$ cat config.mk
export PLATFORM = sky130hd
export DESIGN_NAME = branch_resolve
export DESIGN_NICKNAME = d
export VERILOG_FILES = /design/src/rtl/branch_pkg.sv /design/src/rtl/branch_decide.sv /design/src/rtl/branch_resolve.sv
export SDC_FILE = /design/constraint.sdc
export NUM_CORES = 1
export LEC_CHECK = 0
export BUFFER_PORTS_ARGS = -buffer_cell sky130_fd_sc_hd__buf_2
export CAP_MARGIN = 20
export CORE_MARGIN = 10
export CORE_UTILIZATION = 53
export CTS_CLUSTER_SIZE = 24
export DETAILED_ROUTE_END_ITERATION = 6
export GPL_ROUTABILITY_DRIVEN = 0
export PLACE_DENSITY = 0.83
export SETUP_SLACK_MARGIN = 0.4
export SYNTH_ARGS = -nofsm -noshare
export SYNTH_HDL_FRONTEND = slang
export SYNTH_SLANG_ARGS = --single-unit
$ cat constraint.sdc
create_clock -name clk -period 2.8 [get_ports clk]
set_input_delay 0.14 -clock clk [delete_from_list [all_inputs] [get_ports clk]]
set_output_delay 0.14 -clock clk [all_outputs]
set_load 0.02 [all_outputs]
$ cat src/rtl/branch_pkg.sv
// Shared branch-resolution definitions: funct3 encodings, comparer flag indices, stage state.
// Latency: none (declarations only).
// Backpressure: not applicable.
package branch_pkg;

    localparam logic [2:0] F3_BEQ  = 3'b000;
    localparam logic [2:0] F3_BNE  = 3'b001;
    localparam logic [2:0] F3_BLT  = 3'b100;
    localparam logic [2:0] F3_BGE  = 3'b101;
    localparam logic [2:0] F3_BLTU = 3'b110;
    localparam logic [2:0] F3_BGEU = 3'b111;

    // Bit positions inside the comparer's one-hot result {gt, lt, eq}.
    localparam int CMP_GT = 2;
    localparam int CMP_LT = 1;
    localparam int CMP_EQ = 0;

    typedef enum logic {
        ST_EMPTY = 1'b0,
        ST_FULL  = 1'b1
    } stage_state_t;

    function automatic logic cmp_is_onehot(input logic [2:0] f);
        return (f == 3'b001) || (f == 3'b010) || (f == 3'b100);
    endfunction

endpackage

$ cat src/rtl/branch_decide.sv
// Branch decision: signed fix-up of unsigned compare flags and funct3 decode to taken/illegal.
// Latency: purely combinational.
// Backpressure: none; the caller registers the result.
// Ports: funct3 (branch type), cmp_f {gt,lt,eq}, a_msb/b_msb (operand sign bits)
//        -> taken, illegal (bad funct3 or cmp_f not one-hot).
module branch_decide
    import branch_pkg::*;
(
    input  logic [2:0] funct3,
    input  logic [2:0] cmp_f,
    input  logic       a_msb,
    input  logic       b_msb,
    output logic       taken,
    output logic       illegal
);

    logic ult;
    logic eq;
    logic slt;

    assign ult = cmp_f[CMP_LT];
    assign eq  = cmp_f[CMP_EQ];
    // Differing sign bits decide signed order directly: the negative operand is smaller.
    // Equal sign bits mean the unsigned ordering already matches the signed one.
    assign slt = (a_msb != b_msb) ? a_msb : cmp_f[CMP_LT];

    always_comb begin
        taken   = 1'b0;
        illegal = 1'b0;
        if (!cmp_is_onehot(cmp_f)) begin
            illegal = 1'b1;
        end else begin
            unique case (funct3)
                F3_BEQ:  taken = eq;
                F3_BNE:  taken = !eq;
                F3_BLT:  taken = slt;
                F3_BGE:  taken = !slt;
                F3_BLTU: taken = ult;
                F3_BGEU: taken = !ult;
                default: illegal = 1'b1;
            endcase
        end
    end

endmodule

$ cat src/rtl/branch_resolve.sv
// Branch resolve stage: decides taken/not-taken and next PC, presented via a registered valid/ready slot.
// Latency: 1 cycle from input transfer to result on outputs; full throughput when out_ready=1.
// Backpressure: in_ready = !out_valid || out_ready; a held result stays stable until consumed.
// Ports: clk, rst_n (sync active-low); in_valid/in_ready, funct3, cmp_f, a_msb, b_msb, pc, imm;
//        out_valid/out_ready, taken, next_pc, illegal.
// Optional macro BRANCH_RESOLVE_STATS_EN adds stat_clr, stat_total, stat_taken (saturating counters).
module branch_resolve
    import branch_pkg::*;
#(
    parameter int N       = 32,
    parameter int PC_STEP = 4
) (
    input  logic         clk,
    input  logic         rst_n,
    input  logic         in_valid,
    output logic         in_ready,
    input  logic [2:0]   funct3,
    input  logic [2:0]   cmp_f,
    input  logic         a_msb,
    input  logic         b_msb,
    input  logic [N-1:0] pc,
    input  logic [N-1:0] imm,
    output logic         out_valid,
    input  logic         out_ready,
    output logic         taken,
    output logic [N-1:0] next_pc,
    output logic         illegal
`ifdef BRANCH_RESOLVE_STATS_EN
    ,
    input  logic         stat_clr,
    output logic [15:0]  stat_total,
    output logic [15:0]  stat_taken
`endif
);

    stage_state_t state;
    stage_state_t state_nxt;

    logic         in_xfer;
    logic         taken_d;
    logic         illegal_d;
    logic [N-1:0] next_pc_d;

    branch_decide u_decide (
        .funct3  (funct3),
        .cmp_f   (cmp_f),
        .a_msb   (a_msb),
        .b_msb   (b_msb),
        .taken   (taken_d),
        .illegal (illegal_d)
    );

    // Illegal requests never report taken, so they fall through to the sequential PC.
    assign next_pc_d = taken_d ? (pc + imm) : (pc + N'(PC_STEP));

    assign out_valid = (state == ST_FULL);
    assign in_ready  = !out_valid || out_ready;
    assign in_xfer   = in_valid && in_ready;

    always_ff @(posedge clk) begin
        if (!rst_n) state <= ST_EMPTY;
        else        state <= state_nxt;
    end

    always_comb begin
        state_nxt = state;
        unique case (state)
            ST_EMPTY: if (in_xfer) state_nxt = ST_FULL;
            ST_FULL: begin
                if (in_xfer)        state_nxt = ST_FULL;
                else if (out_ready) state_nxt = ST_EMPTY;
            end
            default: state_nxt = ST_EMPTY;
        endcase
    end

    // Result payload only moves on an input transfer, which keeps it stable under backpressure.
    always_ff @(posedge clk) begin
        if (!rst_n) begin
            taken   <= 1'b0;
            illegal <= 1'b0;
            next_pc <= '0;
        end else if (in_xfer) begin
            taken   <= taken_d;
            illegal <= illegal_d;
            next_pc <= next_pc_d;
        end
    end

`ifdef BRANCH_RESOLVE_STATS_EN
    always_ff @(posedge clk) begin
        if (!rst_n || stat_clr) begin
            stat_total <= '0;
            stat_taken <= '0;
        end else if (in_xfer) begin
            if (!illegal_d && stat_total != 16'hFFFF) stat_total <= stat_total + 16'd1;
            if (taken_d && stat_taken != 16'hFFFF)    stat_taken <= stat_taken + 16'd1;
        end
    end
`endif

endmodule
==> impl_summary.txt, run 1 <==
----------------------------------------------------
[Die]
  Height of the die ... 103 µm
  Number of core rows ... 30
  Core Footprint ... a little under 7000 µm²
  Starting density of the core ... 0.543
  Overall die width ... 103 µm
  Number of placed I/O pins ... 112
  Floorplan die area ... 10700 µm²

[Power and ir drop]
  Power per standard cell area ... 397 nW/µm²
  Peak supply drop ... about 210 µV
  Static Leakage ... 2.19 nW

[Detailed routing]
  Vias after detailed routing ... 4213
  Highest routing layer actually used ... met4
  Final wirelength ... roughly 12 mm
  Via density per instance ... 5.92
  Wire length on met2 ... 5.74 mm
  Number of iterations in the first detailed-routing pass ... 5
  Met3 wire length ... 1.06 mm
  Metal-1 WL ... 4.91 mm
  Total DRC errors in the routed layout ... 0
  Average wire per cell in the routed design ... 17.1 µm
  Drt first-iter violations ... approximately 310
  Routed Antenna Nets ... 0

[Clock network]
  Bufs on Longest Clock Path ... 2
  Clock root cell ... sky130_fd_sc_hd__clkbuf_8
  Total number of clock tree sinks ... 35
  Clock latency on the worst-skew pair ... about 300 ps
  Clock tree from TritonCTS ... built
  Number of buffers added by the clock tree synthesis step ... 5
  Number of H-tree levels ... 2
  Hold-fix buffer count after cts ... 0
  Clock slew at reported path FFs ... 70 ps

[Timing]
  Max Clock Skew ... 5.61 ps
  Sum of negative setup slack ... 0 ps
  Tightest Pin Transition ... 736 ps
  RSZ-0062 raised after global routing ... yes
  Number of pins exceeding their max-slew limit in the final report ... 0
  Hold Vio Cnt, Final ... 0
  Highest attainable clock frequency ... 421 MHz
  Period utilization ... 0.848
  Minimum clock period after layout ... 2370 ps
  Worst slew margin relative to its limit ... 0.507
  Number of endpoints failing setup at the final stage ... 0

[Global route]
  Global router's overall resource usage ... 0.216
  Largest net degree at the start of global routing ... 25
  First-pass GRT wire length ... 18.7 mm
  Total global routing overflow ... 0
  Number of antenna violations at the first check in global routing ... 0
  Via count of the first global-routing pass ... 3923

[Layout]
  Fin util ... 0.678
  Post-Layout Cell Count ... between 700 and 800
  Fraction of final layout cells sized beyond drive strength 1 ... 0.268
  Number of fillers in the final layout ... slightly below 600
  Nets ... 723
  P&R area growth vs syn ... 24.9%

[Yosys]
  Commonest register cell after synthesis ... sky130_fd_sc_hd__dfxtp_1
  Fraction of registers with async set/reset ... 0
  Count of distinct cell types in the synthesized netlist ... 57
  Synthesized cell area ... 3690 µm²
  Average cell area after synthesis ... ~7.4 µm²
  Net count after synthesis ... 608
  Post-synth EDFFs ... 0
  Yosys warnings ... 0
  Portion of the post-synthesis area used by sequential elements ... 0.190
  Flops & latches, synth ... 35
  Instance count of the mapped netlist ... 499

[Critical path]
  CP bufs+invs ... 1
  Maximum fanout along the worst path ... 5
  Crit Path Class ... in2reg
  Worst path top cell family by delay ... compound AO/OA/AOI/OAI gates
  Data arrival time of the critical path ... 2610 ps
  Cell occurring most often along the worst timing path ... sky130_fd_sc_hd__a31oi_1
  Required time at the endpoint of the critical path ... 3040 ps
  Worst-path cell with the longest stage delay ... sky130_fd_sc_hd__ha_1
  Type of destination of the critical path ... flip-flop
  Critical path, cell by cell ... buf_2 > ha_1 > a21oi_1 > o21ai_2 > a211oi_2 > nor3b_2 > a31oi_1 > o21ai_1 > a31oi_1 > mux2i_1 > a21o_1
  Slowest cell delay on critical path ... 360 ps
  Critical path launch point type ... input port

[Run]
  Max-cap violations ... 0

[Place]
  Cell total after placement ... 698
  HPWL after detailed placement ... between 9 and 10 mm
  Number of buffer cells added on primary ports ... 111

[Min path]
  Tightest Hold Check Type ... in2reg

[Outcome]
  Status ... finished clean

----------------------------------------------------
[cell type report]
type	count	area (µm²)	share of cell area
Multi-Input combinational cell	427	2900	0.629
Clock inverter	3	43.8	0.00951
Sequential cell	35	701	0.152
Inverter	12	45.0	0.00979
Clock buffer	5	68.8	0.0149
Timing Repair Buffer	133	727	0.158
Antenna cell	1	2.50	0.000544
Tap cell	96	120	0.0261
[placed cells by master, fill, tap and decap left out, drive strengths merged, types with 7 or more instances in the layout]
cell / instances
a21oi: 42
dfxtp: 35
and2: 7
nor3: 9
o211ai: 18
o21ai: 26
a21o: 27
nand4: 8
xnor2: 34
inv: 12
ha: 32
a211oi: 10
a31oi: 7
nand2: 72
buf: 133
nand3: 18
nor2: 39
xor2: 20
[cell families (layout without fill, tap and decap cells)]
family | Yosys count | after routing | synth area share
AO/OA/AOI/OAI | 158 | 158 | 0.291
XOR/XNOR | 54 | 54 | 0.128
adder cells (fa/ha/maj) | 33 | 33 | 0.114
buffers and inverters | 37 | 153 | 0.0384
flip-flops | 35 | 35 | 0.190
multiplexers | 3 | 3 | 0.00815
other | 0 | 1 | 0
AND/OR/NAND/NOR | 179 | 179 | 0.230
[sequential cells by signal, summed over array words and instances (netlist names)]
| signal | cells |
|---|---|
| next_pc | 32 |
| illegal | 1 |
| out_valid | 1 |
| taken | 1 |
[report_power, final]
| part | switching (mW) | internal [mW] | total (mW) |
|---|---|---|---|
| combinational | 0.469 | 0.335 | 0.804 |
| sequential | 0.0208 | 0.538 | 0.559 |
| clock | 0.202 | 0.265 | 0.467 |
| total | 0.692 | 1.14 | 1.83 |
[metal layers]
| layer | vias up | track usage |
|---|---|---|
| met5 | - | 0 |
| met4 | 0 | 0.0941 |
| met3 | 56 | 0.0458 |
| met2 | 200 | 0.362 |
| met1 | 1926 | 0.260 |
| li1 | 2031 | - |
[worst reg2reg max path, delay by kind of cell (launching register included)]
kind	cells	cell delay (ps)
AOI/OAI and AO/OA	2	280
and+or+nand+nor	5	1380
DFF	1	310
[worst paths after layout]
kind | from | endpoint | slack [ps] | depth (start not counted)
worst max-delay path | pc[4] | next_pc[28]$_SDFFE_PN0P_ | 430 | 11
worst min-delay path | in_valid | out_valid$_SDFF_PN0_ | 100 | 3
worst max register to register | out_valid$_SDFF_PN0_ | next_pc[26]$_SDFFE_PN0P_ | 740 | 7
worst min register to register | next_pc[20]$_SDFFE_PN0P_ | next_pc[20]$_SDFFE_PN0P_ | 440 | 2
[cell usage after synthesis, drive strengths merged (18+ instances only)]
library cell / count / share of area
xnor2: 34 / 0.081
nand3: 18 / 0.024
clkbuf: 18 / 0.018
ha: 32 / 0.11
xor2: 20 / 0.048
o21ai: 26 / 0.035
a21oi: 42 / 0.058
nand2: 72 / 0.073
o211ai: 18 / 0.038
nor2: 39 / 0.040
dfxtp: 35 / 0.19
a21o: 27 / 0.055
[repair_timing]
item,CTS,global route
gates resized for setup,0,13
pin swaps,1,14
buffers inserted,0,5
endpoints found under the setup margin,1,12
[stage by stage]
step,hold WS [ps],instance area (µm²),power (mW),worst slack [ps]
finish,98.7,4600,1.83,426
floorplan,269,3690,1.08,420
global placement,390,4400,1.31,165
CTS,96.3,4510,1.79,406
detailed placement,406,4400,1.33,96.4
global route,104,4600,1.93,295
No activity file was read; power rests on OpenSTA's default activity.
==> run 2: changes to the inputs <==
clock period = 2.25 ns   (was 2.8 ns; I/O delays follow)
==> impl_summary.txt, run 2 (synthesized netlist as in run 1, its figures left out) <==
----------------------------------------------------
[Detailed routing]
  Via density per instance ... 6.14
  Routed Antenna Nets ... 0
  Average wire per cell in the routed design ... around 19 µm
  Total DRC errors in the routed layout ... 0
  Vias after detailed routing ... roughly 4600
  Final wirelength ... 14.2 mm
  Drt first-iter violations ... roughly 360
  Number of iterations in the first detailed-routing pass ... 5

[Clock network]
  Number of buffers added by the clock tree synthesis step ... 5
  Hold-fix buffer count after cts ... 0
  Clock root cell ... sky130_fd_sc_hd__clkbuf_8
  Clock slew at reported path FFs ... 70 ps
  Number of H-tree levels ... 2
  Total number of clock tree sinks ... 35
  Bufs on Longest Clock Path ... 2
  Clock tree from TritonCTS ... built
  Clock latency on the worst-skew pair ... 290 ps

[Place]
  HPWL after detailed placement ... 10.3 mm
  Number of buffer cells added on primary ports ... 111
  Post-placement worst setup slack ... -314 ps

[Timing]
  Hold Vio Cnt, Final ... 0
  Highest attainable clock frequency ... 454 MHz
  Worst Setup Slack, final ... 45.3 ps
  Period utilization ... 0.980
  Worst hold slack after final layout ... roughly 73 ps
  Number of endpoints failing setup at the final stage ... 0
  Number of pins exceeding their max-slew limit in the final report ... 0
  Worst slew margin relative to its limit ... 0.708
  Tightest Pin Transition ... 436 ps
  Minimum clock period after layout ... around 2200 ps
  Max Clock Skew ... slightly above 5 ps
  RSZ-0062 raised after global routing ... yes
  Sum of negative setup slack ... 0 ps

[Die]
  Starting density of the core ... 0.543
  Number of placed I/O pins ... roughly 110
  Height of the die ... 103 µm
  Overall die width ... roughly 100 µm
  Number of core rows ... 30
  Floorplan die area ... 10700 µm²
  Core Footprint ... 6790 µm²

[Layout]
  Number of fillers in the final layout ... ~440
  Antenna Diode Count ... 0
  Combined area of the multi-input logic cells ... 3320 µm²
  Storage cell area ... about 700 µm²
  P&R area growth vs syn ... 47.5%
  Fraction of final layout cells sized beyond drive strength 1 ... 0.389
  Largest register by flop count ... next_pc
  Most common cell after layout, fill and taps aside ... sky130_fd_sc_hd__buf_2
  Nets ... 769
  Max reg flops ... 32
  Commonest cells after routing, fill and taps aside ... 107 x sky130_fd_sc_hd__buf_2, 69 x sky130_fd_sc_hd__nand2_1, 57 x sky130_fd_sc_hd__buf_4

[Run]
  Max-cap violations ... 0

[Power and ir drop]
  Power per standard cell area ... 469 nW/µm²
  Peak supply drop ... between 200 and 300 µV
  Final Total Pwr ... between 2 and 3 mW
  Static Leakage ... ~2.5 nW

[Global route]
  Via count of the first global-routing pass ... 4494
  Global router's overall resource usage ... 0.236
  Number of antenna violations at the first check in global routing ... 0
  First-pass GRT wire length ... 20.7 mm
  Largest net degree at the start of global routing ... 34
  Total global routing overflow ... 0

[Min path]
  Worst hold path depth ... 3
  Hold path endpoint ... out_valid$_SDFF_PN0_
  Tightest Hold Check Type ... in2reg
  Hold wc startpoint ... in_valid

[Critical path]
  Setup slack, reg-to-reg ... between 200 and 300 ps
  Endpoint of the most critical register-to-register path ... next_pc[26]$_SDFFE_PN0P_
  Number of cells on the worst reg-to-reg path ... 7
  Data arrival time of the critical path ... 2390 ps
  Critical path launch point type ... input port
  Required time at the endpoint of the critical path ... 2440 ps
  Type of destination of the critical path ... flip-flop
  Maximum fanout along the worst path ... 4
  Origin of the critical flop-to-flop path ... out_valid$_SDFF_PN0_
  Crit Path Class ... in2reg

[Outcome]
  Status ... finished clean

----------------------------------------------------
[run 2: metrics by stage]
step | utilization | instances | cell area, µm²
6_report | 0.800 | 756 | 5440
5_1_grt | 0.800 | 756 | 5440
4_1_cts | 0.749 | 749 | 5090
3_5_place_dp | 0.715 | 737 | 4860
3_3_place_gp | 0.715 | 737 | 4860
2_1_floorplan | - | 499 | 3880
[run 2: routing by layer]
metal	GRT usage	up-vias	routed length [µm]
met5	0	-	0
li1	-	2127	-
met1	0.275	2159	5330
met3	0.0346	57	1320
met4	0.0920	0	471
met2	0.424	297	7040
[run 2: worst max path at each step]
stage                     start                  endpoint  slack, ps  cells past startpoint
after global placement    pc[0]  next_pc[30]$_SDFFE_PN0P_       -240                     12
after detailed placement  pc[0]  next_pc[30]$_SDFFE_PN0P_       -310                     12
after floorplan           pc[0]  next_pc[30]$_SDFFE_PN0P_        -20                     11
after global routing      pc[0]  next_pc[30]$_SDFFE_PN0P_        -60                     12
final                     pc[0]  next_pc[30]$_SDFFE_PN0P_         50                     12
after CTS                 pc[0]  next_pc[30]$_SDFFE_PN0P_         50                     12
[run 2: repair_timing]
action,CTS,global route
setup endpoints to repair,18,22
pin swaps,22,25
buffers inserted,5,7
resized for setup,24,58
[run 2: layout make-up]
class,instances,area share
multi-input combinational,427,0.611
timing repair buffer,179,0.211
sequential,35,0.129
tap,96,0.0221
clock buffer,6,0.0133
inverter,12,0.00828
clock inverter,1,0.00552
[run 2: where the power goes]
| part | internal (mW) | switching [mW] | total (mW) |
|---|---|---|---|
| Sequential | 0.670 | 0.0298 | 0.700 |
| Clock | 0.325 | 0.236 | 0.561 |
| Combinational | 0.584 | 0.708 | 1.29 |
[run 2: critical path, stage by stage]
cell                       delay, ps
sky130_fd_sc_hd__buf_8           100
sky130_fd_sc_hd__ha_4            160
sky130_fd_sc_hd__fa_2            380
sky130_fd_sc_hd__a21oi_4         150
sky130_fd_sc_hd__o21ai_2         100
sky130_fd_sc_hd__a211oi_2        240
sky130_fd_sc_hd__nor3b_2         100
sky130_fd_sc_hd__a221o_2         390
sky130_fd_sc_hd__a31oi_4         230
sky130_fd_sc_hd__nor3_2           80
sky130_fd_sc_hd__mux2i_1         130
sky130_fd_sc_hd__a22o_2          210
